--- src/rtl/wb_pkg.sv ---
// Shared definitions for the Wishbone word-copy master: FSM encoding,
// word stride and address alignment helper.
package wb_pkg;

   typedef enum logic [2:0] {
      ST_IDLE,
      ST_READ,
      ST_WRITE,
      ST_DONE,
      ST_ABORT
   } state_t;

   localparam logic [31:0] WORD_INC = 32'd4;

   function automatic logic [31:0] word_align(input logic [31:0] adr);
      return {adr[31:2], 2'b00};
   endfunction

endpackage

--- src/rtl/wb_copy_master_if.sv ---
// Wishbone classic bus between the copy master and a memory slave.
interface wb_copy_master_if;

   logic        wb_cyc_o;
   logic        wb_stb_o;
   logic        wb_we_o;
   logic [31:0] wb_adr_o;
   logic [3:0]  wb_sel_o;
   logic [31:0] wb_dat_o;
   logic        wb_ack_i;
   logic        wb_err_i;
   logic [31:0] wb_dat_i;

   modport master (
      output wb_cyc_o, wb_stb_o, wb_we_o, wb_adr_o, wb_sel_o, wb_dat_o,
      input  wb_ack_i, wb_err_i, wb_dat_i
   );

   modport slave (
      input  wb_cyc_o, wb_stb_o, wb_we_o, wb_adr_o, wb_sel_o, wb_dat_o,
      output wb_ack_i, wb_err_i, wb_dat_i
   );

endinterface

--- src/rtl/wb_timeout_cnt.sv ---
// Per-phase watchdog: counts cycles spent waiting in one bus phase and
// flags expiry once TIMEOUT cycles have elapsed without a response.
module wb_timeout_cnt #(
   parameter int TIMEOUT = 255
) (
   input  logic clk_i,
   input  logic rst_i,
   input  logic i_clr,
   input  logic i_en,
   output logic o_expired
);

   localparam logic [15:0] LIMIT = 16'(TIMEOUT - 1);

   logic [15:0] r_cnt;

   // NOTE: sequential state uses non-blocking assignments so every register
   // samples pre-edge values regardless of block ordering.
   always_ff @(posedge clk_i or posedge rst_i) begin
      if (rst_i)
         r_cnt <= '0;
      else if (i_clr)
         r_cnt <= '0;
      else if (i_en && !o_expired)
         r_cnt <= r_cnt + 16'd1;
   end

   assign o_expired = (r_cnt == LIMIT);

endmodule

--- src/rtl/wb_copy_master.sv ---
// Wishbone master copying len_i 32-bit words from src to dst, one
// read/write pair per word, with error and per-phase timeout abort.
module wb_copy_master
   import wb_pkg::*;
#(
   parameter int TIMEOUT = 255
) (
   input  logic             clk_i,
   input  logic             rst_i,
   input  logic             start_i,
   input  logic [31:0]      src_adr_i,
   input  logic [31:0]      dst_adr_i,
   input  logic [15:0]      len_i,
   output logic             busy_o,
   output logic             done_o,
   output logic             err_o,
   wb_copy_master_if.master wb
);

   state_t      r_state;
   state_t      w_next;
   logic [31:0] r_src;
   logic [31:0] r_dst;
   logic [15:0] r_len;
   logic        w_accept;
   logic        w_phase;
   logic        w_bus_next;
   logic        w_expired;

   assign w_accept   = (r_state == ST_IDLE) && start_i;
   assign w_phase    = (r_state == ST_READ) || (r_state == ST_WRITE);
   assign w_bus_next = (w_next == ST_READ) || (w_next == ST_WRITE);

   wb_timeout_cnt #(.TIMEOUT(TIMEOUT)) u_timeout (
      .clk_i     (clk_i),
      .rst_i     (rst_i),
      .i_clr     (w_next != r_state),
      .i_en      (w_phase),
      .o_expired (w_expired)
   );

   always_ff @(posedge clk_i or posedge rst_i) begin
      if (rst_i)
         r_state <= ST_IDLE;
      else
         r_state <= w_next;
   end

   // NOTE: w_next gets its default before the case so no path leaves it
   // unassigned, which would otherwise infer a latch.
   always_comb begin
      w_next = r_state;
      case (r_state)
         ST_IDLE:
            if (start_i) w_next = (len_i == 16'd0) ? ST_DONE : ST_READ;
         ST_READ:
            if (wb.wb_err_i)      w_next = ST_ABORT;
            else if (wb.wb_ack_i) w_next = ST_WRITE;
            else if (w_expired)   w_next = ST_ABORT;
         ST_WRITE:
            if (wb.wb_err_i)      w_next = ST_ABORT;
            else if (wb.wb_ack_i) w_next = (r_len == 16'd1) ? ST_DONE : ST_READ;
            else if (w_expired)   w_next = ST_ABORT;
         ST_DONE, ST_ABORT:
            w_next = ST_IDLE;
         default:
            w_next = ST_IDLE;
      endcase
   end

   // Bus outputs are registered from the next state, so they line up with
   // r_state and only move on the edge that samples ack/err.
   always_ff @(posedge clk_i or posedge rst_i) begin
      if (rst_i) begin
         wb.wb_cyc_o <= 1'b0;
         wb.wb_stb_o <= 1'b0;
         wb.wb_we_o  <= 1'b0;
         wb.wb_adr_o <= '0;
         wb.wb_sel_o <= '0;
         wb.wb_dat_o <= '0;
         r_src       <= '0;
         r_dst       <= '0;
         r_len       <= '0;
         busy_o      <= 1'b0;
         done_o      <= 1'b0;
         err_o       <= 1'b0;
      end else begin
         wb.wb_cyc_o <= w_bus_next;
         wb.wb_stb_o <= w_bus_next;
         wb.wb_sel_o <= w_bus_next ? 4'hF : 4'h0;
         busy_o      <= (w_next != ST_IDLE);
         done_o      <= (r_state == ST_DONE) || (r_state == ST_ABORT);

         if (r_state == ST_ABORT)
            err_o <= 1'b1;
         else if (w_accept)
            err_o <= 1'b0;

         case (r_state)
            ST_IDLE:
               if (w_next == ST_READ) begin
                  r_src       <= word_align(src_adr_i);
                  r_dst       <= word_align(dst_adr_i);
                  r_len       <= len_i;
                  wb.wb_adr_o <= word_align(src_adr_i);
                  wb.wb_we_o  <= 1'b0;
               end
            ST_READ:
               if (w_next == ST_WRITE) begin
                  wb.wb_dat_o <= wb.wb_dat_i;
                  wb.wb_adr_o <= r_dst;
                  wb.wb_we_o  <= 1'b1;
               end
            ST_WRITE:
               if ((w_next == ST_READ) || (w_next == ST_DONE)) begin
                  r_src      <= r_src + WORD_INC;
                  r_dst      <= r_dst + WORD_INC;
                  r_len      <= r_len - 16'd1;
                  wb.wb_we_o <= 1'b0;
                  if (w_next == ST_READ) wb.wb_adr_o <= r_src + WORD_INC;
               end
            default: ;
         endcase

         if (!w_bus_next) wb.wb_we_o <= 1'b0;
      end
   end

endmodule

--- src/flat_wrapper.sv ---
// flat-port wrapper written by rule: the top's interface ports become plain ports
module wb_copy_master_flat import wb_pkg::*;
#(
   parameter int TIMEOUT = 255
)
  (clk_i, rst_i, start_i, src_adr_i, dst_adr_i, len_i, busy_o, done_o, err_o, wb_wb_cyc_o, wb_wb_stb_o, wb_wb_we_o, wb_wb_adr_o, wb_wb_sel_o, wb_wb_dat_o, wb_wb_ack_i, wb_wb_err_i, wb_wb_dat_i);
  wb_copy_master_if wb_i ();
  input  logic clk_i;
  input  logic rst_i;
  input  logic start_i;
  input  logic [31:0] src_adr_i;
  input  logic [31:0] dst_adr_i;
  input  logic [15:0] len_i;
  output logic busy_o;
  output logic done_o;
  output logic err_o;
  output wire logic [$bits(wb_i.wb_cyc_o)-1:0] wb_wb_cyc_o;
  output wire logic [$bits(wb_i.wb_stb_o)-1:0] wb_wb_stb_o;
  output wire logic [$bits(wb_i.wb_we_o)-1:0] wb_wb_we_o;
  output wire logic [$bits(wb_i.wb_adr_o)-1:0] wb_wb_adr_o;
  output wire logic [$bits(wb_i.wb_sel_o)-1:0] wb_wb_sel_o;
  output wire logic [$bits(wb_i.wb_dat_o)-1:0] wb_wb_dat_o;
  input wire logic [$bits(wb_i.wb_ack_i)-1:0] wb_wb_ack_i;
  input wire logic [$bits(wb_i.wb_err_i)-1:0] wb_wb_err_i;
  input wire logic [$bits(wb_i.wb_dat_i)-1:0] wb_wb_dat_i;
  assign wb_wb_cyc_o = wb_i.wb_cyc_o;
  assign wb_wb_stb_o = wb_i.wb_stb_o;
  assign wb_wb_we_o = wb_i.wb_we_o;
  assign wb_wb_adr_o = wb_i.wb_adr_o;
  assign wb_wb_sel_o = wb_i.wb_sel_o;
  assign wb_wb_dat_o = wb_i.wb_dat_o;
  assign wb_i.wb_ack_i = wb_wb_ack_i;
  assign wb_i.wb_err_i = wb_wb_err_i;
  assign wb_i.wb_dat_i = wb_wb_dat_i;
  wb_copy_master #(.TIMEOUT(TIMEOUT)) u_core (.clk_i(clk_i), .rst_i(rst_i), .start_i(start_i), .src_adr_i(src_adr_i), .dst_adr_i(dst_adr_i), .len_i(len_i), .busy_o(busy_o), .done_o(done_o), .err_o(err_o), .wb(wb_i));
endmodule
--- config.mk ---
export PLATFORM = sky130hd
export DESIGN_NAME = wb_copy_master_flat
export DESIGN_NICKNAME = d
export VERILOG_FILES = /design/src/rtl/wb_pkg.sv /design/src/rtl/wb_copy_master_if.sv /design/src/rtl/wb_timeout_cnt.sv /design/src/rtl/wb_copy_master.sv /design/src/flat_wrapper.sv
export SDC_FILE = /design/constraint.sdc
export NUM_CORES = 1
export LEC_CHECK = 0
export BUFFER_PORTS_ARGS = -buffer_cell sky130_fd_sc_hd__buf_2
export CORE_MARGIN = 2
export CORE_UTILIZATION = 50
export CTS_CLUSTER_DIAMETER = 150
export DETAILED_ROUTE_END_ITERATION = 7
export PLACE_DENSITY = 0.76
export SLEW_MARGIN = 10
export SYNTH_ARGS = -nofsm -noshare
export SYNTH_HDL_FRONTEND = slang
export SYNTH_SLANG_ARGS = --single-unit
--- constraint.sdc ---
create_clock -name clk_i -period 6.05 [get_ports clk_i]
set_input_delay 0.605 -clock clk_i [delete_from_list [all_inputs] [get_ports clk_i]]
set_output_delay 0.605 -clock clk_i [all_outputs]
set_load 0.05 [all_outputs]
==> results of run 1 <==
==> power groups by stage <==
stage | sequential [mW] | clock (mW) | combinational [mW]
2_1_floorplan | 2.68 | 0 | 1.42
3_3_place_gp | 2.08 | 0 | 2.64
3_5_place_dp | 2.10 | 0 | 2.69
4_1_cts | 2.09 | 1.15 | 2.70
5_1_grt | 2.18 | 1.20 | 2.90
6_report | 2.11 | 1.13 | 2.71
==> metrics by stage <==
stage                     utilization (%)  worst slack (ns)  area, um^2  hold slack, ns  power [mW]
final                                59.5              1.98       11100           0.352        5.95
after global routing                 59.5              1.93       11100           0.397        6.27
after floorplan                         -              1.04        9480           0.469        4.10
after global placement               56.2              2.17       10500           0.480        4.72
after CTS                            59.5              2.09       11100           0.396        5.94
after detailed placement             56.2              2.11       10500           0.487        4.79
==> path summary, 6_finish.rpt <==
path / from / slack (ns) / to / depth (start not counted)
worst max-delay path: u_core.r_state[0] / 1.98 / u_core.r_dst[14] / 7
worst min-delay path: rst_i / 0.35 / u_core.wb.wb_dat_o[5] / 2
worst max register to register: u_core.r_state[0] / 1.98 / u_core.r_dst[14] / 7
worst min register to register: u_core.wb.wb_dat_o[26] / 0.50 / u_core.wb.wb_dat_o[26] / 1
max in group asynchronous: rst_i / 4.27 / u_core.r_dst[16] / 3
min in group clk_i: wb_wb_dat_i[9] / 0.41 / u_core.wb.wb_dat_o[9] / 2
==> worst max-delay path: cells and delay by family (launching register included) <==
family,cells,cell delay [ns]
AOI/OAI and AO/OA,4,1.83
buffers and inverters,1,0.43
DFF,1,0.66
and+or+nand+nor,2,1.07
==> cells in the mapped netlist, drive strengths merged (4+ instances only) <==
cell    count
o22ai      14
ha          6
and4        8
a21boi      4
nor2b       4
or4         6
and2        6
o31ai       6
o221a      18
nand4      22
dfrtp     163
a221oi      7
o41ai       6
a211oi      8
a222oi     15
nor2       93
nor3b       4
nand2      73
a21oi      41
and3       24
nor3       31
xor2       25
a31oi      14
nor4       18
a211o       4
or3        12
nand2b      6
nand3      42
clkbuf     47
mux2       50
mux2i      22
o21ai      56
o221ai      5
inv        37
xnor2      17
buf        29
a22oi      18
==> state kept, by name, indices dropped and copies added (netlist names) <==
signal / count
u_core.wb.wb_dat_o: 32
u_core.wb.wb_adr_o: 31
u_core.r_dst: 30
u_core.r_src: 30
u_core.r_len: 16
u_core.u_timeout.r_cnt: 16
u_core.r_state: 3
u_core.busy_o: 1
u_core.done_o: 1
u_core.err_o: 1
u_core.wb.wb_sel_o: 1
u_core.wb.wb_we_o: 1
==> area by class of cell <==
cell class	count	area [um^2]
clock buffers	19	443
clock inverters	13	173
well taps	234	293
flip-flops and latches	163	4080
inverters	38	148
diodes	1	2.50
repair buffers	198	1020
multi-input cells	736	4930
fillers	1617	7550
==> logic make-up (layout without fill, tap and decap cells) <==
| logic type | count (synthesis) | after routing |
|---|---|---|
| multiplexers | 72 | 72 |
| buffers and inverters | 114 | 268 |
| flip-flops | 163 | 163 |
| AO/OA/AOI/OAI | 255 | 255 |
| AND/OR/NAND/NOR | 361 | 361 |
| XOR/XNOR | 42 | 42 |
| other | 0 | 1 |
| adder cells (fa/ha/maj) | 6 | 6 |
==> metal layers <==
layer | share of wire [%] | track usage [%] | up-vias
met5 | 0.028 | 0 | -
met4 | 3.1 | 10.8 | 2
met3 | 9.5 | 5.47 | 72
met2 | 47 | 45.3 | 486
met1 | 41 | 39.1 | 4246
li1 | - | - | 4068
==> impl_metrics.json, run 1 <==
{
  "setup_tns_ns": 0,
  "intPower_mw": 3.14,
  "dp.cells": 1369,
  "rsz0062_at_grt": "no",
  "drv_slew": 0,
  "ir_worst_vdd_mv": 0.251,
  "max_freq_mhz": 246,
  "cts_setup_buffers": 0,
  "critPathMaxStageDelay_ns": 0.72,
  "clock_skew_ns": 0.0150,
  "grt_overflow": 0,
  "hold_buffers": 0,
  "pwr-share-clk_pct": 19.1,
  "crit_path_start_kind": "flip-flop",
  "syn_inst": 1013,
  "syn-num-nets": 1136,
  "yosysWarnings": 0,
  "io_pins": 191,
  "slew_headroom_pct": 31.5,
  "drive_gt1_share_pct": 27.2,
  "wl_per_cell_um": 20.3,
  "final_common_cell": "buf_2",
  "antenna_found_initial": 1,
  "cts-htree-levels": 4,
  "p_sw_mw": 2.81,
  "synth_top_family_by_area": "compound AO/OA/AOI/OAI gates",
  "antenna_left": 0,
  "synthAdderAreaFrac_pct": 0.792,
  "cts-resized-gates": 0,
  "drc": 0,
  "required_ns": 6.42,
  "numCtsBuffers": 17,
  "start_util_pct": 50.8,
  "die_area_um2": 20100,
  "worst_pin_slew_ns": 1.02,
  "sequentialPowerShare_pct": 35.5,
  "gp_congestion": 0.893,
  "grt_pass1_wl_um": 44800,
  "clkLatencyLatePin_ns": 0.43,
  "layout_min_cycle_time_ns": 4.07,
  "vias": 8874,
  "drtIter0Drc": 1111,
  "power_density_nw_per_um2": 536,
  "ys_ff_latch": 163,
  "final_cell_mix": "buf_2, dfrtp_1, nor2_1",
  "worstPathCellList": "or2_2 -> a21oi_1 -> o21ba_2 -> a211o_1 -> nand2_1 -> buf_4 -> o221a_2",
  "synth_top_area_cell": "dfrtp_1",
  "grt_max_degree": 97,
  "critPathArrivalTime_ns": 4.44,
  "hold_violations": 0,
  "clockBufferDepth": 2,
  "ys_seq_area_share_pct": 43.0,
  "cts_tree": "done",
  "clock-root-buffer": "clkbuf_16",
  "first_pass_iters": 6,
  "synth_edf_count": 0,
  "async_flop_share_pct": 100,
  "clkSinkCount": 163,
  "crit_slowest_cell": "a21oi_1",
  "grt_pass1_vias": 8243,
  "setup_violations": 0,
  "status": "finished clean",
  "syn_area_um2": 9480,
  "synth_top_flop_cell": "dfrtp_1",
  "swShare_pct": 47.2,
  "wl_um": 28500,
  "worstPathMaxFanout": 24,
  "area.growth.synth_to_final_pct": 17.0,
  "critPathCaptureType": "flip-flop",
  "viasPerCell": 6.33,
  "synthSimpleGateAreaFrac_pct": 19.4,
  "dpl.hpwl_um": 19300,
  "synth.area.top_cells": "dfrtp_1, mux2_2, nor2_1, o21ai_0, nand2_1",
  "fp.dieH_um": 142,
  "synth_compound_area_share_pct": 19.5,
  "core_um2": 18600,
  "clkSlewWorstSetupHoldPaths_ns": 0.07,
  "finalCritPeriodShare_pct": 67.2,
  "final_cells": 1402,
  "p_comb_share_pct": 45.5,
  "dieWidth_um": 142,
  "rows": 50,
  "synth_cell_types": 76,
  "worstSetupPathType": "flip-flop to flip-flop",
  "grt_usage_pct": 28.6,
  "io_buffers": 186,
  "worstHoldPathType": "input port to asynchronous set/reset pin",
  "nets": 1277,
  "syn_area_per_cell_um2": 9.35,
  "synth_top_area_share_pct": 43.0,
  "synth_xor_area_share_pct": 3.88,
  "total_leakage_power_nw": 4.91,
  "synth.area.mux_share_pct": 8.27,
  "cap_violations": 0
}
(Power assumes the default switching activity.)
==> inputs of run 2 (changes only) <==
- clock period: 6.05 -> 4.1 ns (I/O delays scaled with it)
==> run 2 against run 1 <==
Sequential power rose by 46%; flip-flop and latch count did not move; hold slack got worse by 0.16 ns; via count is 0.34% higher; critical path depth unchanged; clock skew is 0.0057 ns lower; critical path type unchanged; largest power group unchanged.
==> impl_metrics.json, run 2 (synthesis results as in run 1) <==
{
  "status": "finished clean",
  "dpl.hpwl_um": 19800,
  "final_util_pct": 59.9,
  "cts-resized-gates": 0,
  "first_pass_iters": 6,
  "rr_endpoint": "u_core.wb.wb_adr_o[26]",
  "die_area_um2": 20100,
  "antenna_found_initial": 0,
  "final_cell_mix": "buf_2, dfrtp_1, nor2_1",
  "cap_violations": 0,
  "r2r_start": "u_core.r_len[3]",
  "critPathCaptureType": "flip-flop",
  "worstSetupPathType": "flip-flop to flip-flop",
  "crit_path_start": "u_core.r_len[3]",
  "drtIter0Drc": 1039,
  "reg_top3": "u_core.wb.wb_dat_o (32), u_core.wb.wb_adr_o (31)",
  "start_util_pct": 50.8,
  "dp.cells": 1380,
  "vias": 8904,
  "grt_pass1_wl_um": 44800,
  "hold_buffers": 0,
  "regToRegSetupSlack_ns": 0.78,
  "numCtsBuffers": 17,
  "fp.dieH_um": 142,
  "antenna_left": 0,
  "worst_pin_slew_ns": 1.05,
  "crit_path_start_kind": "flip-flop",
  "clock_skew_ns": 0.00934,
  "io_buffers": 186,
  "total_leakage_power_nw": 4.97,
  "clkLatencyLatePin_ns": 0.44,
  "ir_worst_vdd_mv": 0.378,
  "critPathArrivalTime_ns": 3.68,
  "cts-htree-levels": 4,
  "grt_usage_pct": 28.7,
  "required_ns": 4.46,
  "clkSlewWorstSetupHoldPaths_ns": 0.07,
  "dieWidth_um": 142,
  "drc": 0,
  "rows": 50,
  "grt_max_degree": 164,
  "fillers": 1612,
  "num_antenna_cells": 0,
  "wl_per_cell_um": 20.2,
  "max_freq_mhz": 301,
  "nets": 1288,
  "final_common_cell": "buf_2",
  "rsz0062_at_grt": "no",
  "core_um2": 18600,
  "rr_worst_depth": 7,
  "drive_gt1_share_pct": 27.9,
  "final_cells": 1412,
  "io_pins": 191,
  "largest_reg_flops": 32,
  "layout_min_cycle_time_ns": 3.32,
  "cts_setup_buffers": 0,
  "area.growth.synth_to_final_pct": 17.9,
  "worstHoldPathType": "input port to asynchronous set/reset pin",
  "clkSinkCount": 163,
  "finalCritPeriodShare_pct": 81.0,
  "power_density_nw_per_um2": 788,
  "setup_violations": 0,
  "grt_pass1_vias": 8258,
  "viasPerCell": 6.31,
  "clock-root-buffer": "clkbuf_16",
  "cts_tree": "done",
  "wl_um": 28600,
  "ff_latch_area_um2": 4080,
  "slew_headroom_pct": 30.1,
  "setup_tns_ns": 0,
  "drv_slew": 0,
  "grt_overflow": 0,
  "clockBufferDepth": 2,
  "hold_violations": 0,
  "multi_input_area_um2": 4930,
  "worstPathMaxFanout": 21,
  "regMostFlops": "u_core.wb.wb_dat_o",
  "gp_congestion": 0.919
}
## run 2: cell count changes in the layout (fill, tap and decap cells not counted)
cell	before	now
inv_6	4	1
nor2_2	0	1
clkinv_2	1	3
buf_4	12	22
diode_2	1	0
inv_8	1	0
clkbuf_8	1	2
nor2_4	1	0
buf_12	0	1
clkinv_4	2	3
## run 2: area by class of cell
type | instances | area share (%)
repair buffers | 209 | 9.99
clock inverters | 12 | 1.39
flip-flops and latches | 163 | 36.5
clock buffers | 20 | 4.09
well taps | 234 | 2.62
inverters | 38 | 1.31
multi-input cells | 736 | 44.1
## run 2: worst max-delay path: stages (launching register included)
cell	delay, ns
dfrtp_1	0.43
nor4_1	0.61
nand4_1	0.24
a31oi_1	0.46
a21oi_2	0.20
a21boi_4	0.71
buf_4	0.37
mux2i_1	0.21
## run 2: layer usage
metal / GRT usage [%] / wire [um]
met5: 0 / 0
met4: 10.7 / 820
met3: 5.97 / 2630
met2: 45.3 / 13200
met1: 39.1 / 11900
## run 2: per-stage QoR
stage / area, um^2 / setup WS, ns / power, mW / hold slack (ns)
2_1_floorplan: 9480 / 1.59 / 6.05 / 0.469
6_report: 11200 / 0.779 / 8.81 / 0.196
3_3_place_gp: 10600 / 0.865 / 7.02 / 0.481
4_1_cts: 11200 / 0.767 / 8.79 / 0.195
5_1_grt: 11200 / 0.491 / 9.29 / 0.198
3_5_place_dp: 10600 / 0.785 / 7.11 / 0.489
## run 2: worst max-delay path by stage
stage	endpoint	slack, ns	depth (start not counted)
after floorplan	u_core.r_src[28]	1.59	8
after global placement	u_core.wb.wb_adr_o[30]	0.87	7
after detailed placement	u_core.wb.wb_adr_o[26]	0.79	7
after CTS	u_core.wb.wb_adr_o[26]	0.77	7
after global routing	u_core.wb.wb_adr_o[27]	0.49	7
final	u_core.wb.wb_adr_o[26]	0.78	7
## run 2: power breakdown
| group | internal, mW | leakage (nW) | switching (mW) |
|---|---|---|---|
| logic | 1.37 | 2.69 | 2.68 |
| registers | 2.31 | 1.98 | 0.778 |
| clock network | 0.991 | 0.296 | 0.673 |
| total | 4.67 | 4.97 | 4.13 |
